### src/rtl/uart_pkg.sv
// Shared definitions for the UART receiver: FSM encoding, oversample factor
// and the baud-select to divisor table.
package uart_pkg;

    localparam int OVERSAMPLE = 8;

    typedef enum logic [1:0] {
        IDLE  = 2'd0,
        START = 2'd1,
        DATA  = 2'd2,
        STOP  = 2'd3
    } rx_state_t;

    // Multiplier applied to BASE_DIV for each sel code.
    localparam int SEL_MULT [8] = '{1, 2, 4, 8, 16, 32, 64, 128};

    // Full bclk_8 period in sysclk cycles for a given select code.
    function automatic int sel_divisor(input int base_div, input logic [2:0] sel);
        return base_div * SEL_MULT[sel];
    endfunction

endpackage

### src/rtl/brg.sv
// Baud-rate generator: 50% duty bclk_8 (8x oversample), bclk (baud) and a
// one-cycle tick aligned with each bclk_8 rising edge.
module brg
    import uart_pkg::*;
#(
    parameter int BASE_DIV = 8
) (
    input  logic       rst,
    input  logic       sysclk,
    input  logic [2:0] sel,
    output logic       bclk,
    output logic       bclk_8,
    output logic       tick
);

    localparam int MAX_HALF = BASE_DIV * 64;
    localparam int CNT_W    = $clog2(MAX_HALF);

    logic [CNT_W-1:0] cnt;
    logic [CNT_W-1:0] half_m1;
    logic [2:0]       sel_q;
    logic [1:0]       rise_cnt;

    // Last count value of a half period for the currently applied rate.
    always_comb begin
        half_m1 = CNT_W'(sel_divisor(BASE_DIV, sel_q) / 2 - 1);
    end

    // Half-period counter; a sel change restarts everything from zero with both clocks low.
    always_ff @(posedge sysclk or negedge rst) begin
        if (!rst) begin
            sel_q    <= 3'd0;
            cnt      <= '0;
            bclk_8   <= 1'b0;
            bclk     <= 1'b0;
            rise_cnt <= 2'd0;
            tick     <= 1'b0;
        end else if (sel != sel_q) begin
            sel_q    <= sel;
            cnt      <= '0;
            bclk_8   <= 1'b0;
            bclk     <= 1'b0;
            rise_cnt <= 2'd0;
            tick     <= 1'b0;
        end else if (cnt == half_m1) begin
            cnt    <= '0;
            bclk_8 <= ~bclk_8;
            tick   <= ~bclk_8;
            if (!bclk_8) begin
                rise_cnt <= rise_cnt + 2'd1;
                if (rise_cnt == 2'd3) begin
                    bclk <= ~bclk;
                end
            end
        end else begin
            cnt  <= cnt + 1'b1;
            tick <= 1'b0;
        end
    end

endmodule

### src/rtl/uart_receiver.sv
// 8N1 UART receiver with 8x oversampling, driven by the brg tick.
//
// state | meaning
// IDLE  | waiting for a low sample (only when armed after a framing error)
// START | confirming the start bit on the 3rd tick after the falling sample
// DATA  | sampling 8 data bits, one every 8 ticks, LSB first
// STOP  | sampling the stop bit; high loads RDR, low is a framing error
module uart_receiver
    import uart_pkg::*;
#(
    parameter int BASE_DIV = 8
) (
    input  logic       sysclk,
    input  logic       rst,
    input  logic       rxd,
    input  logic [2:0] sel,
    output logic [7:0] RDR,
    output logic       rxd_readyH,
    output logic       bclk_8,
    output logic       bclk
);

    logic       tick;
    logic [1:0] rxd_sync;
    logic       rxd_s;

    rx_state_t  state, state_nx;
    logic [2:0] tcnt, tcnt_nx;
    logic [2:0] bidx, bidx_nx;
    logic [7:0] shreg, shreg_nx;
    logic [7:0] rdr_nx;
    logic       ready_nx;
    logic       armed, armed_nx;

    brg #(
        .BASE_DIV (BASE_DIV)
    ) u_brg (
        .rst    (rst),
        .sysclk (sysclk),
        .sel    (sel),
        .bclk   (bclk),
        .bclk_8 (bclk_8),
        .tick   (tick)
    );

    assign rxd_s = rxd_sync[1];

    // Two-flop synchronizer for the asynchronous serial line, idling high.
    always_ff @(posedge sysclk or negedge rst) begin
        if (!rst) begin
            rxd_sync <= 2'b11;
        end else begin
            rxd_sync <= {rxd_sync[0], rxd};
        end
    end

    // FSM state and receive datapath registers.
    always_ff @(posedge sysclk or negedge rst) begin
        if (!rst) begin
            state      <= IDLE;
            tcnt       <= 3'd0;
            bidx       <= 3'd0;
            shreg      <= 8'h00;
            RDR        <= 8'h00;
            rxd_readyH <= 1'b0;
            armed      <= 1'b1;
        end else begin
            state      <= state_nx;
            tcnt       <= tcnt_nx;
            bidx       <= bidx_nx;
            shreg      <= shreg_nx;
            RDR        <= rdr_nx;
            rxd_readyH <= ready_nx;
            armed      <= armed_nx;
        end
    end

    // Next-state and datapath updates; everything advances only on a tick.
    always_comb begin
        state_nx = state;
        tcnt_nx  = tcnt;
        bidx_nx  = bidx;
        shreg_nx = shreg;
        rdr_nx   = RDR;
        ready_nx = rxd_readyH;
        armed_nx = armed;
        if (tick) begin
            case (state)
                IDLE: begin
                    if (!armed) begin
                        if (rxd_s) begin
                            armed_nx = 1'b1;
                        end
                    end else if (!rxd_s) begin
                        state_nx = START;
                        tcnt_nx  = 3'd0;
                    end
                end
                START: begin
                    if (tcnt == 3'd2) begin
                        if (!rxd_s) begin
                            state_nx = DATA;
                            tcnt_nx  = 3'd0;
                            bidx_nx  = 3'd0;
                            ready_nx = 1'b0;
                        end else begin
                            state_nx = IDLE;
                        end
                    end else begin
                        tcnt_nx = tcnt + 3'd1;
                    end
                end
                DATA: begin
                    if (tcnt == 3'(OVERSAMPLE - 1)) begin
                        shreg_nx = {rxd_s, shreg[7:1]};
                        tcnt_nx  = 3'd0;
                        if (bidx == 3'd7) begin
                            state_nx = STOP;
                        end else begin
                            bidx_nx = bidx + 3'd1;
                        end
                    end else begin
                        tcnt_nx = tcnt + 3'd1;
                    end
                end
                STOP: begin
                    if (tcnt == 3'(OVERSAMPLE - 1)) begin
                        tcnt_nx  = 3'd0;
                        state_nx = IDLE;
                        if (rxd_s) begin
                            rdr_nx   = shreg;
                            ready_nx = 1'b1;
                        end else begin
                            // Framing error: line must return high before the next start.
                            armed_nx = 1'b0;
                        end
                    end else begin
                        tcnt_nx = tcnt + 3'd1;
                    end
                end
                default: state_nx = IDLE;
            endcase
        end
    end

endmodule

### config.mk
export PLATFORM = sky130hd
export DESIGN_NAME = uart_receiver
export DESIGN_NICKNAME = d
export VERILOG_FILES = /design/src/rtl/uart_pkg.sv /design/src/rtl/brg.sv /design/src/rtl/uart_receiver.sv
export SDC_FILE = /design/constraint.sdc
export NUM_CORES = 1
export LEC_CHECK = 0
export CAP_MARGIN = 20
export CORE_ASPECT_RATIO = 1.1
export CORE_UTILIZATION = 35
export CTS_CLUSTER_DIAMETER = 150
export DETAILED_ROUTE_END_ITERATION = 6
export PLACE_DENSITY_LB_ADDON = 0.2
export SLEW_MARGIN = 30
export SYNTH_ARGS = -nofsm -noshare
export SYNTH_HDL_FRONTEND = slang
export SYNTH_HIERARCHICAL = 1
export SYNTH_SLANG_ARGS = --single-unit
### constraint.sdc
create_clock -name sysclk -period 4.3 [get_ports sysclk]
set_clock_uncertainty 0.1 [all_clocks]
set_input_delay 0.645 -clock sysclk [delete_from_list [all_inputs] [get_ports sysclk]]
set_output_delay 0.645 -clock sysclk [all_outputs]
set_load 0.01 [all_outputs]
Word level (Yosys, flattened, before mapping)
Memories as Yosys holds them, arrays and structs flattened.
Cells that the tools add are included.
Word-level totals
  bits in registers: 45
  bits in latches: 0
  bits in writable memories: 0
  memory bits (read-only): 256
  word-level logic and storage cells: 102
  memories: 1
Cells by class
  $add $sub $neg: 5
  multiply operators: 0
  div/mod/pow operators: 0
  magnitude comparators: 1
  equality and inequality tests: 20
  shift-type cells: 0
  mux-type cells: 42
  bitwise operators: 3
  reduce and logical (&&, ||, !) cells: 16
Memories
  (name not given): depth 8, width 32, rd ports 1, clocked after memory_dff 0, wr ports 0, RTL line uart_pkg.sv:19  | return base_div * SEL_MULT[sel];
Operators by type and width (number)
  $mux 3: 8
  $ne 2x2->1 const B: 11
  $mux 2: 10
  $mux 9: 2
  $mux 1: 15
  $mux 7: 2
  $reduce_and 6->1: 2
  $reduce_bool 2->1: 5
  $add 9x1->9 const B: 1
  $eq 9x9->1: 1
  $pmux 3 s3: 1
  $sub 9x2->9 const B: 1
  $pmux 2 s4: 1
  $reduce_and 4->1: 2
  $reduce_and 7->1: 1
  $add 3x1->3 const B: 2
  $eq 2x2->1 const B: 3
  $eq 3x3->1 const B: 2
  $pmux 3 s2: 1
  $reduce_and 3->1: 2
  $ge 4x4->1 const B: 1
  $not 3->4: 1
  $pmux 1 s2: 2
  $reduce_and 2->1: 2
  other kinds (7): 8

Longest topological paths before layout
Gate-level depths: netlist of run 1.
  word-level depth: 8
  mapped depth: 6
  mapped depth without buffers: 6

By module
The synthesis of run 1 kept the hierarchy.
By module, submodules not included
  uart_receiver: instances 1, cells an instance 102, area each 1258.7 um^2, sequential area each 704.4 um^2
  brg: instances 1, cells an instance 102, area each 1017.2 um^2, sequential area each 425.4 um^2

Least setup slack after synthesis of run 1
OpenSTA, ideal clock, no wires.
  path type: register to register
  start: register u_brg.cnt[6]
  end: register u_brg.bclk_8
  data arrival time: 1853 ps
  required time: 4121 ps
  slack: 2268 ps
  cell stages (with the launch flop): 7
  path buffers: 1
  path through: dfrtp_1 > buf_6 > or4b_1 > o41ai_2 > o31ai_4 > a211oi_4 > mux2i_1
On the way
  longest elaborated chain between the ends: 2
Ends and longest elaborated chain
  start: declaration: RTL line brg.sv:19  | logic [CNT_W-1:0] cnt;
  start signal: assignment: RTL line brg.sv:56  | cnt <= cnt + 1'b1;
  $eq 9x9->1: RTL line brg.sv:45  | end else if (cnt == half_m1) begin
  $reduce_bool 2->1 (no line)
  end signal: assignment: RTL line brg.sv:47  | bclk_8 <= ~bclk_8;
  end: declaration: RTL line brg.sv:12  | output logic bclk_8,
Every way passes these cells.
A chain may end at the register's enable or synchronous reset.

Worst setup path after layout of run 1
  start: register u_brg.sel_q[1]
  end: register u_brg.bclk_8
On the way
  longest elaborated chain between the ends: 7
  elaborated cells between the ends (all ways): 9
Ends and longest elaborated chain
  start: declaration: RTL line brg.sv:21  | logic [2:0] sel_q;
  start signal: assignment: RTL line brg.sv:39  | sel_q <= sel;
  $not 3->4 (implied by the code): RTL line uart_pkg.sv:19
  $mem_v2 8x32
  $mux 7 (implied by the code) (2 in series): RTL line uart_pkg.sv:19
  $sub 9x2->9: RTL line brg.sv:26  | half_m1 = CNT_W'(sel_divisor(BASE_DIV, sel_q) / 2 - 1);
  $eq 9x9->1: RTL line brg.sv:45
  $reduce_bool 2->1 (no line)
Several ways; a longest one is shown, not always the timed one. The select of a mux whose other input is x is not followed.

==> impl_metrics.toml, run 1 <==
[outcome]
status = "finished clean"

[die]
die_w_um = 78.9
rows = 30
core-area_sq_mm = 0.00623
start_util_pct = 36.5
die_y_um = 86.6
fp.dieArea_sq_mm = 0.00683
io_pins = 17

[worst_setup_path]
critPathKind = "reg -> reg"
cp.arrival_ns = 2.32
worstSetupEndpointType = "flop"
critPathRequiredTime_ns = 4.42
crit_path_start_kind = "flop"
cp_max_fo = 10
regToRegSetupSlack_ns = 2.10

[clocking]
cts.sinks = 45
ctsResizeCount = 0
clk_latency_ns = 0.30
cts_htree_levels = 2
postCtsHoldBufs = 0
cts_root_buffer = "clkbuf_8"
cts_buffer_depth = 2
path_clk_slew_ns = 0.10
cts_setup_buffers = 0
numCtsBuffers = 5
cts_tree = "yes"

[routing]
first_iter_violations = 21
vias = 1479
avgViaCountPerCell = 5.01
routed_wl_um = 3810
ant_nets = 0
drc = 0
drt_pass1_iterations = 4
routedWlPerCell_um = 12.9

[sta]
timing.final.crit_share_pct = 51.3
slew_headroom_pct = 61.9
fmax_ghz = 0.454
hold_violations = 0
tightest_slew_ns = 0.572
setup_violations = 0
fin_setup_tns_ns = 0
holdWs_ns = 0.235
drv_slew = 0
finalCriticalPeriod_ns = 2.20
rsz0062_at_grt = "false"

[cells_and_area]
num_antenna_cells = 0
finalInstanceArea_sq_mm = 0.00258
final_cells = 295
post-route-util_pct = 41.5
area_growth_pct = 13.6
fin_nets = 227
drive_gt1_share_pct = 10.2

[grt]
globalRouteMet2Util_pct = 20.6
antenna_found_initial = 0
busiest_layer = "met2"
grt_pass1_wl_um = 6690
grtUsageMet3_pct = 3.58
grt_use_met1_pct = 16.0
grt_overflow = 0
grt_max_degree = 46
grtUsageTotal_pct = 12.8
grt_pass1_vias = 1419

[flow_run]
maxCapViolations = 0

[placement]
post-dp-hpwl_um = 2570
io_buffer_count = 16
dp_cells = 287
dpl_cell_area_sq_mm = 0.00247
gp_congestion = 0.809

[power_and_ir_drop]
ir_drop_mv = 0.169
leakage_nw = 1.12
powerDensity_mw_per_mm2 = 306

[synthesis]
synth_cell_types = 50
synth-seq-cells = 45
synthCells = 204
avgSynthCellArea_sq_um = 11.2
yosysWarnings = 6
synth_nets = 217
yosysSeqAreaShare_pct = 49.6
synth_area_sq_mm = 0.00228

[min_path]
hold_path.class = "in -> async"
[path summary, 6_finish.rpt]
kind,start,endpoint,depth (start not counted)
worst min register to register,rxd_sync[0],rxd_sync[1],0
worst min-delay path,rst,RDR[2],1
max in group asynchronous,rst,rxd_sync[0],1
worst max register to register,u_brg/sel_q[1],u_brg/bclk_8,5
worst max-delay path,u_brg/sel_q[1],u_brg/bclk_8,5
min in group sysclk,rxd_sync[0],rxd_sync[1],0
[layer usage]
layer,vias up,routed length (um)
li1,739,-
met1,714,1850
met2,19,1780
met3,7,107
met4,0,71
met5,-,0
[placed cells by master, fill, tap and decap left out, types with 5 or more instances in the layout]
cell type        count
nand2_1             17
clkdlybuf4s50_1     15
inv_1                8
nor2_1               5
nand3_1              6
mux2i_1              7
mux2_1              16
nor3_1               8
a21oi_1              8
xnor2_1              5
ha_1                 7
dfrtp_1             42
xor2_1               8
clkbuf_8             5
nand2b_1             6
[state kept, by name, indices dropped and copies added (netlist names), named ones only]
| name | flops |
|---|---|
| u_brg/rise_cnt | 2 |
| rxd_sync | 2 |
| armed | 1 |
| u_brg/bclk | 1 |
| u_brg/sel_q | 3 |
| tcnt | 3 |
| bidx | 3 |
| shreg | 8 |
| u_brg/cnt | 9 |
| RDR | 8 |
| rxd_readyH | 1 |
| u_brg/tick | 1 |
| state | 1 |
| u_brg/bclk_8 | 1 |
[cell type report]
cell class	instances	area, sq um
fill	640	3650
sequential	45	1130
multi-input combinational	138	1050
timing repair buffer	16	158
tap	80	100
clock buffer	5	68.8
clock inverter	3	46.3
inverter	8	30.0
[stage by stage]
| step | total power [mW] | setup WS [ns] |
|---|---|---|
| finish | 0.791 | 2.10 |
| global route | 0.831 | 1.94 |
| CTS | 0.810 | 2.09 |
| detailed placement | 0.475 | 2.11 |
| global placement | 0.474 | 2.14 |
| floorplan | 0.459 | 2.27 |
[cell families after synthesis]
| family | share of synthesized area, % |
|---|---|
| buffers and inverters | 4.12 |
| xor gates and xnor gates | 5.00 |
| muxes | 11.0 |
| AOI/OAI and AO/OA | 9.46 |
| DFF | 49.6 |
| adders and majority gates | 3.85 |
| and+or+nand+nor | 16.9 |
[critical path, cell delays in order, from the launching register on]
cell      delay (ns)
dfrtp_1         0.51
or4_1           0.56
o211ai_1        0.16
nand2_1         0.15
a211oi_4        0.42
mux2i_1         0.23
[cell usage after synthesis (all sizes together)]
| cell | number | area share (%) |
|---|---|---|
| or4 | 2 | 0.82 |
| nor2 | 5 | 0.82 |
| a211oi | 3 | 1.8 |
| o31ai | 3 | 1.6 |
| nor4 | 1 | 0.28 |
| a221oi | 1 | 0.38 |
| dfstp | 3 | 3.5 |
| nand4b | 2 | 0.77 |
| nand4 | 3 | 0.82 |
| mux2i | 7 | 3.1 |
| nand2 | 17 | 2.8 |
| a22oi | 1 | 0.33 |
| a211o | 1 | 0.38 |
| and3 | 2 | 0.55 |
| clkbuf | 5 | 0.82 |
| a31oi | 1 | 0.28 |
| nand2b | 6 | 1.6 |
| nand3b | 3 | 0.99 |
| and2 | 2 | 0.55 |
| and2b | 1 | 0.33 |
| xnor2 | 5 | 1.9 |
| o41ai | 1 | 0.71 |
| nor2b | 2 | 0.55 |
| and4b | 1 | 0.44 |
| a21oi | 8 | 1.8 |
| nor3 | 8 | 1.8 |
| o22ai | 1 | 0.28 |
| buf | 8 | 2.0 |
| nand3 | 8 | 2.2 |
| nor3b | 1 | 0.33 |
| o21ai | 5 | 1.3 |
| dfrtp | 42 | 46 |
| xor2 | 8 | 3.1 |
| ha | 7 | 3.8 |
| or2 | 2 | 0.55 |
| or4b | 1 | 0.44 |
| mux2 | 16 | 7.9 |
| or3 | 1 | 0.28 |
| inv | 8 | 1.3 |
| o221ai | 1 | 0.38 |
| o211ai | 1 | 0.33 |
[where the power goes]
part / switching [mW] / internal, mW
clock network: 0.152 / 0.174
logic: 0.0198 / 0.0119
registers: 0.00679 / 0.427
No activity file was read; power rests on OpenSTA's default activity.
==> inputs of run 2 (changes only) <==
clock period = 2.16 ns   (was 4.3 ns; I/O delays follow)
==> impl_metrics.toml, run 2 (same netlist as run 1, synthesis figures left out) <==
[die]
rows = 30
fp.dieArea_sq_mm = 0.00683
start_util_pct = 36.5
io_pins = 17
die_w_um = 78.9
core-area_sq_mm = 0.00623
die_y_um = 86.6

[cells_and_area]
regMostFlops = "u_brg/cnt"
largestRegisters = "u_brg/cnt (9), RDR (8), shreg (8)"
layout_common_cells = "41 x dfrtp_1, 17 x nand2_1, 16 x mux2_1, 15 x clkdlybuf4s50_1"
drive_gt1_share_pct = 14.2
n_fill_cell = 604
layout_commonest_cell = "dfrtp_1"
area_growth_pct = 16.9
fin_nets = 237
finalInstanceArea_sq_mm = 0.00266
num_antenna_cells = 0
largest_reg_flops = 9

[sta]
finalCriticalPeriod_ns = 2.05
rsz0062_at_grt = "false"
timing.final.crit_share_pct = 95.1
slew_headroom_pct = 65.4
setup_violations = 0
tightest_slew_ns = 0.519
fmax_ghz = 0.487
drv_slew = 0
hold_violations = 0
fin_setup_tns_ns = 0
fin_ws_ns = 0.107

[clocking]
cts_setup_buffers = 0
path_clk_slew_ns = 0.09
cts_buffer_depth = 2
cts.sinks = 45
cts_root_buffer = "clkbuf_8"
cts_htree_levels = 2
clk_latency_ns = 0.30
numCtsBuffers = 5
cts_tree = "yes"

[power_and_ir_drop]
power_mw = 1.47
p_comb_share_pct = 5.0
ir_drop_mv = 0.229
leakage_nw = 1.16
p_int_mw = 1.11
power.clock.fraction_pct = 36.6
powerDensity_mw_per_mm2 = 554
p_sw_share_pct = 24.6
p_sw_uw = 363
seqPwrFrac_pct = 58.4

[worst_setup_path]
worstSetupEndpointType = "flop"
critPathKind = "reg -> reg"
crit_path_start_kind = "flop"
critPathRequiredTime_ns = 2.23
cp.arrival_ns = 2.12
cp_max_fo = 9

[routing]
routedWlPerCell_um = 12.9
vias = 1510
first_iter_violations = 41
ant_nets = 0
drc = 0
drt_pass1_iterations = 4
routed_wl_um = 3940
avgViaCountPerCell = 4.95

[grt]
grt_max_degree = 25
grtUsageTotal_pct = 12.9
antenna_found_initial = 0
grt_pass1_wl_um = 6820
grt_pass1_vias = 1450
grt_overflow = 0

[flow_run]
maxCapViolations = 0

[placement]
post-dp-hpwl_um = 2860
dp_slack_ns = 0.0854
io_buffer_count = 16
dpl_cell_area_sq_mm = 0.00255
gp_congestion = 0.708

[min_path]
hold_path.class = "reg -> reg"

[outcome]
status = "finished clean"
[run 2: layout make-up]
type	instances	area, sq um	area share, %
timing repair buffer	26	249	9.36
clock inverter	3	21.3	0.800
tap	80	100	3.76
clock buffer	5	68.8	2.59
inverter	8	30.0	1.13
multi-input combinational	138	1060	39.8
sequential	45	1130	42.5
[run 2: layer usage]
metal | track usage [%] | up-vias | wire length, um
met5 | 0 | - | 0
met4 | 6.28 | 0 | 74
met3 | 2.95 | 6 | 103
met2 | 20.8 | 17 | 1910
met1 | 16.2 | 728 | 1850
li1 | - | 759 | -
[run 2: power groups by stage]
stage | Sequential (mW) | Clock, mW | Combinational (mW)
detailed placement | 0.877 | 0 | 0.0742
finish | 0.861 | 0.539 | 0.0739
global route | 0.863 | 0.601 | 0.0834
global placement | 0.877 | 0 | 0.0744
CTS | 0.861 | 0.567 | 0.0757
floorplan | 0.869 | 0 | 0.0448
[run 2: worst max-delay path, stage by stage (launching register included)]
cell,delay [ns]
dfrtp_1,0.47
or4_1,0.54
o211ai_1,0.17
nand2_1,0.15
a211oi_4,0.24
buf_6,0.18
nor3_1,0.06
[run 2: worst paths after layout]
kind | start | to | slack [ns] | depth (start not counted)
max | u_brg/sel_q[1] | u_brg/cnt[8] | 0.11 | 6
max in group asynchronous | rst | rxd_sync[0] | 0.96 | 3
min in group asynchronous | rst | RDR[2] | 0.42 | 2
max reg2reg | u_brg/sel_q[1] | u_brg/cnt[8] | 0.11 | 6
min reg2reg | rxd_sync[0] | rxd_sync[1] | 0.26 | 0
min | rxd_sync[0] | rxd_sync[1] | 0.26 | 0
[run 2: through the flow]
stage	cells	hold slack (ns)	util, %
6_report	305	0.260	42.7
5_1_grt	305	0.265	42.7
4_1_cts	305	0.260	42.5
3_5_place_dp	296	0.232	40.9
3_3_place_gp	296	0.230	40.9
2_1_floorplan	204	-0.0716	-
[run 2: what timing repair did]
item                                    4_1_cts  5_1_grt
hold buffers                                  1        0
endpoints found under the hold margin        21        0
gates resized for setup                       0        3
endpoints found under the setup margin        0       11
==> inputs of run 3 (changes only) <==
CELL_PAD_IN_SITES_DETAIL_PLACEMENT = 1   (was default)
CELL_PAD_IN_SITES_GLOBAL_PLACEMENT = 1   (was default)
==> impl_metrics.toml, run 3 (same netlist as run 1, synthesis figures left out) <==
[routing]
vias = 1540
first_iter_violations = 77
avgViaCountPerCell = 5.05
routedWlPerCell_um = 14.4
routed_wl_um = 4400
ant_nets = 0
drt_pass1_iterations = 4
drc = 0

[sta]
rsz0062_at_grt = "false"
tightest_slew_ns = 0.463
finalCriticalPeriod_ns = 2.07
drv_slew = 0
fmax_ghz = 0.483
fin_setup_tns_ns = 0
timing.final.crit_share_pct = 95.8
setup_violations = 0
hold_violations = 0
slew_headroom_pct = 69.1
fin_ws_ns = 0.0897

[cells_and_area]
fin_nets = 238
regMostFlops = "u_brg/cnt"
num_antenna_cells = 0
largest_reg_flops = 9
largestRegisters = "u_brg/cnt (9), RDR (8), shreg (8)"
final_cells = 305
drive_gt1_share_pct = 14.2
area_growth_pct = 16.8
layout_commonest_cell = "dfrtp_1"
layout_common_cells = "42 x dfrtp_1, 17 x nand2_1, 16 x mux2_1, 15 x clkdlybuf4s50_1, 9 x buf_4"

[clocking]
cts_root_buffer = "clkbuf_8"
cts_buffer_depth = 2
cts.sinks = 45
cts_setup_buffers = 0
path_clk_slew_ns = 0.08
cts_tree = "yes"
clk_latency_ns = 0.29
numCtsBuffers = 5
cts_htree_levels = 2

[grt]
grt_overflow = 0
grt_pass1_vias = 1660
antenna_found_initial = 0
grtUsageTotal_pct = 15.0
grt_max_degree = 21
grt_pass1_wl_um = 7930

[placement]
dp_cells = 297
dp_slack_ns = 0.0966
post-dp-hpwl_um = 3280
gp_congestion = 0.762
io_buffer_count = 16

[worst_setup_path]
crit_path_start_kind = "flop"
cpMaxStageDelayCell = "or4b_1"
cp_cell_sequence = "or4b_1, o41ai_2, o31ai_4, a211oi_4, buf_6, nor3_1"
cp.arrival_ns = 2.13
worstSetupEndpointType = "flop"
critPathKind = "reg -> reg"
critPathRequiredTime_ns = 2.22
critPathMaxStageDelay_ns = 0.55
cp_max_fo = 9

[outcome]
status = "finished clean"

[power_and_ir_drop]
ir_drop_mv = 0.309
powerDensity_mw_per_mm2 = 549
power_mw = 1.46
leakage_nw = 1.16

[die]
rows = 30
die_y_um = 86.6
io_pins = 17
fp.dieArea_sq_mm = 0.00683
core-area_sq_mm = 0.00623
start_util_pct = 36.5
die_w_um = 78.9

[flow_run]
maxCapViolations = 0

[min_path]
hold_path.class = "reg -> reg"
run 3: where the power goes:
part	internal (mW)	switching [mW]	leakage, nW
Sequential	0.850	0.0106	0.611
Combinational	0.0303	0.0457	0.507
Clock	0.253	0.271	0.0433
Total	1.13	0.328	1.16
run 3: final timing paths:
path / slack, ns / depth (start not counted) / end / start
worst max-delay path: 0.09 / 6 / u_brg/cnt[4] / u_brg/sel_q[2]
worst min-delay path: 0.26 / 0 / rxd_sync[1] / rxd_sync[0]
worst max register to register: 0.09 / 6 / u_brg/cnt[4] / u_brg/sel_q[2]
worst min register to register: 0.26 / 0 / rxd_sync[1] / rxd_sync[0]
max in group asynchronous: 0.91 / 3 / rxd_sync[0] / rst
min in group asynchronous: 0.41 / 2 / shreg[4] / rst
run 3: routing by layer:
| metal | track usage, % | wire length, um |
|---|---|---|
| met3 | 3.16 | 100 |
| met1 | 18.9 | 2040 |
| met5 | 0 | 0 |
| met4 | 5.45 | 82 |
| met2 | 25.5 | 2180 |
run 3: final cells by class:
| cell class | count | area (sq um) |
|---|---|---|
| repair buffers | 27 | 244 |
| fillers | 689 | 3570 |
| multi-input cells | 138 | 1060 |
| flip-flops and latches | 45 | 1130 |
| clock buffers | 6 | 82.6 |
| well taps | 80 | 100 |
| clock inverters | 1 | 7.51 |
| inverters | 8 | 30.0 |
run 3: what timing repair did:
action,CTS,global route
gates resized for setup,0,3
setup endpoints to repair,0,6
hold buffers,1,0
hold endpoints to repair,18,0
run 3: through the flow:
stage | utilization [%] | area (sq um) | hold slack (ns)
floorplan | - | 2280 | -0.0716
global placement | 40.8 | 2540 | 0.216
detailed placement | 40.8 | 2540 | 0.209
CTS | 42.4 | 2640 | 0.263
global route | 42.7 | 2660 | 0.265
finish | 42.7 | 2660 | 0.260
run 3: worst max-delay path: cells and delay by family (launching register included):
kind	cells	cell delay, ns
buffers and inverters	1	0.18
and+or+nand+nor	2	0.60
AOI/OAI and AO/OA	3	0.59
DFF	1	0.46
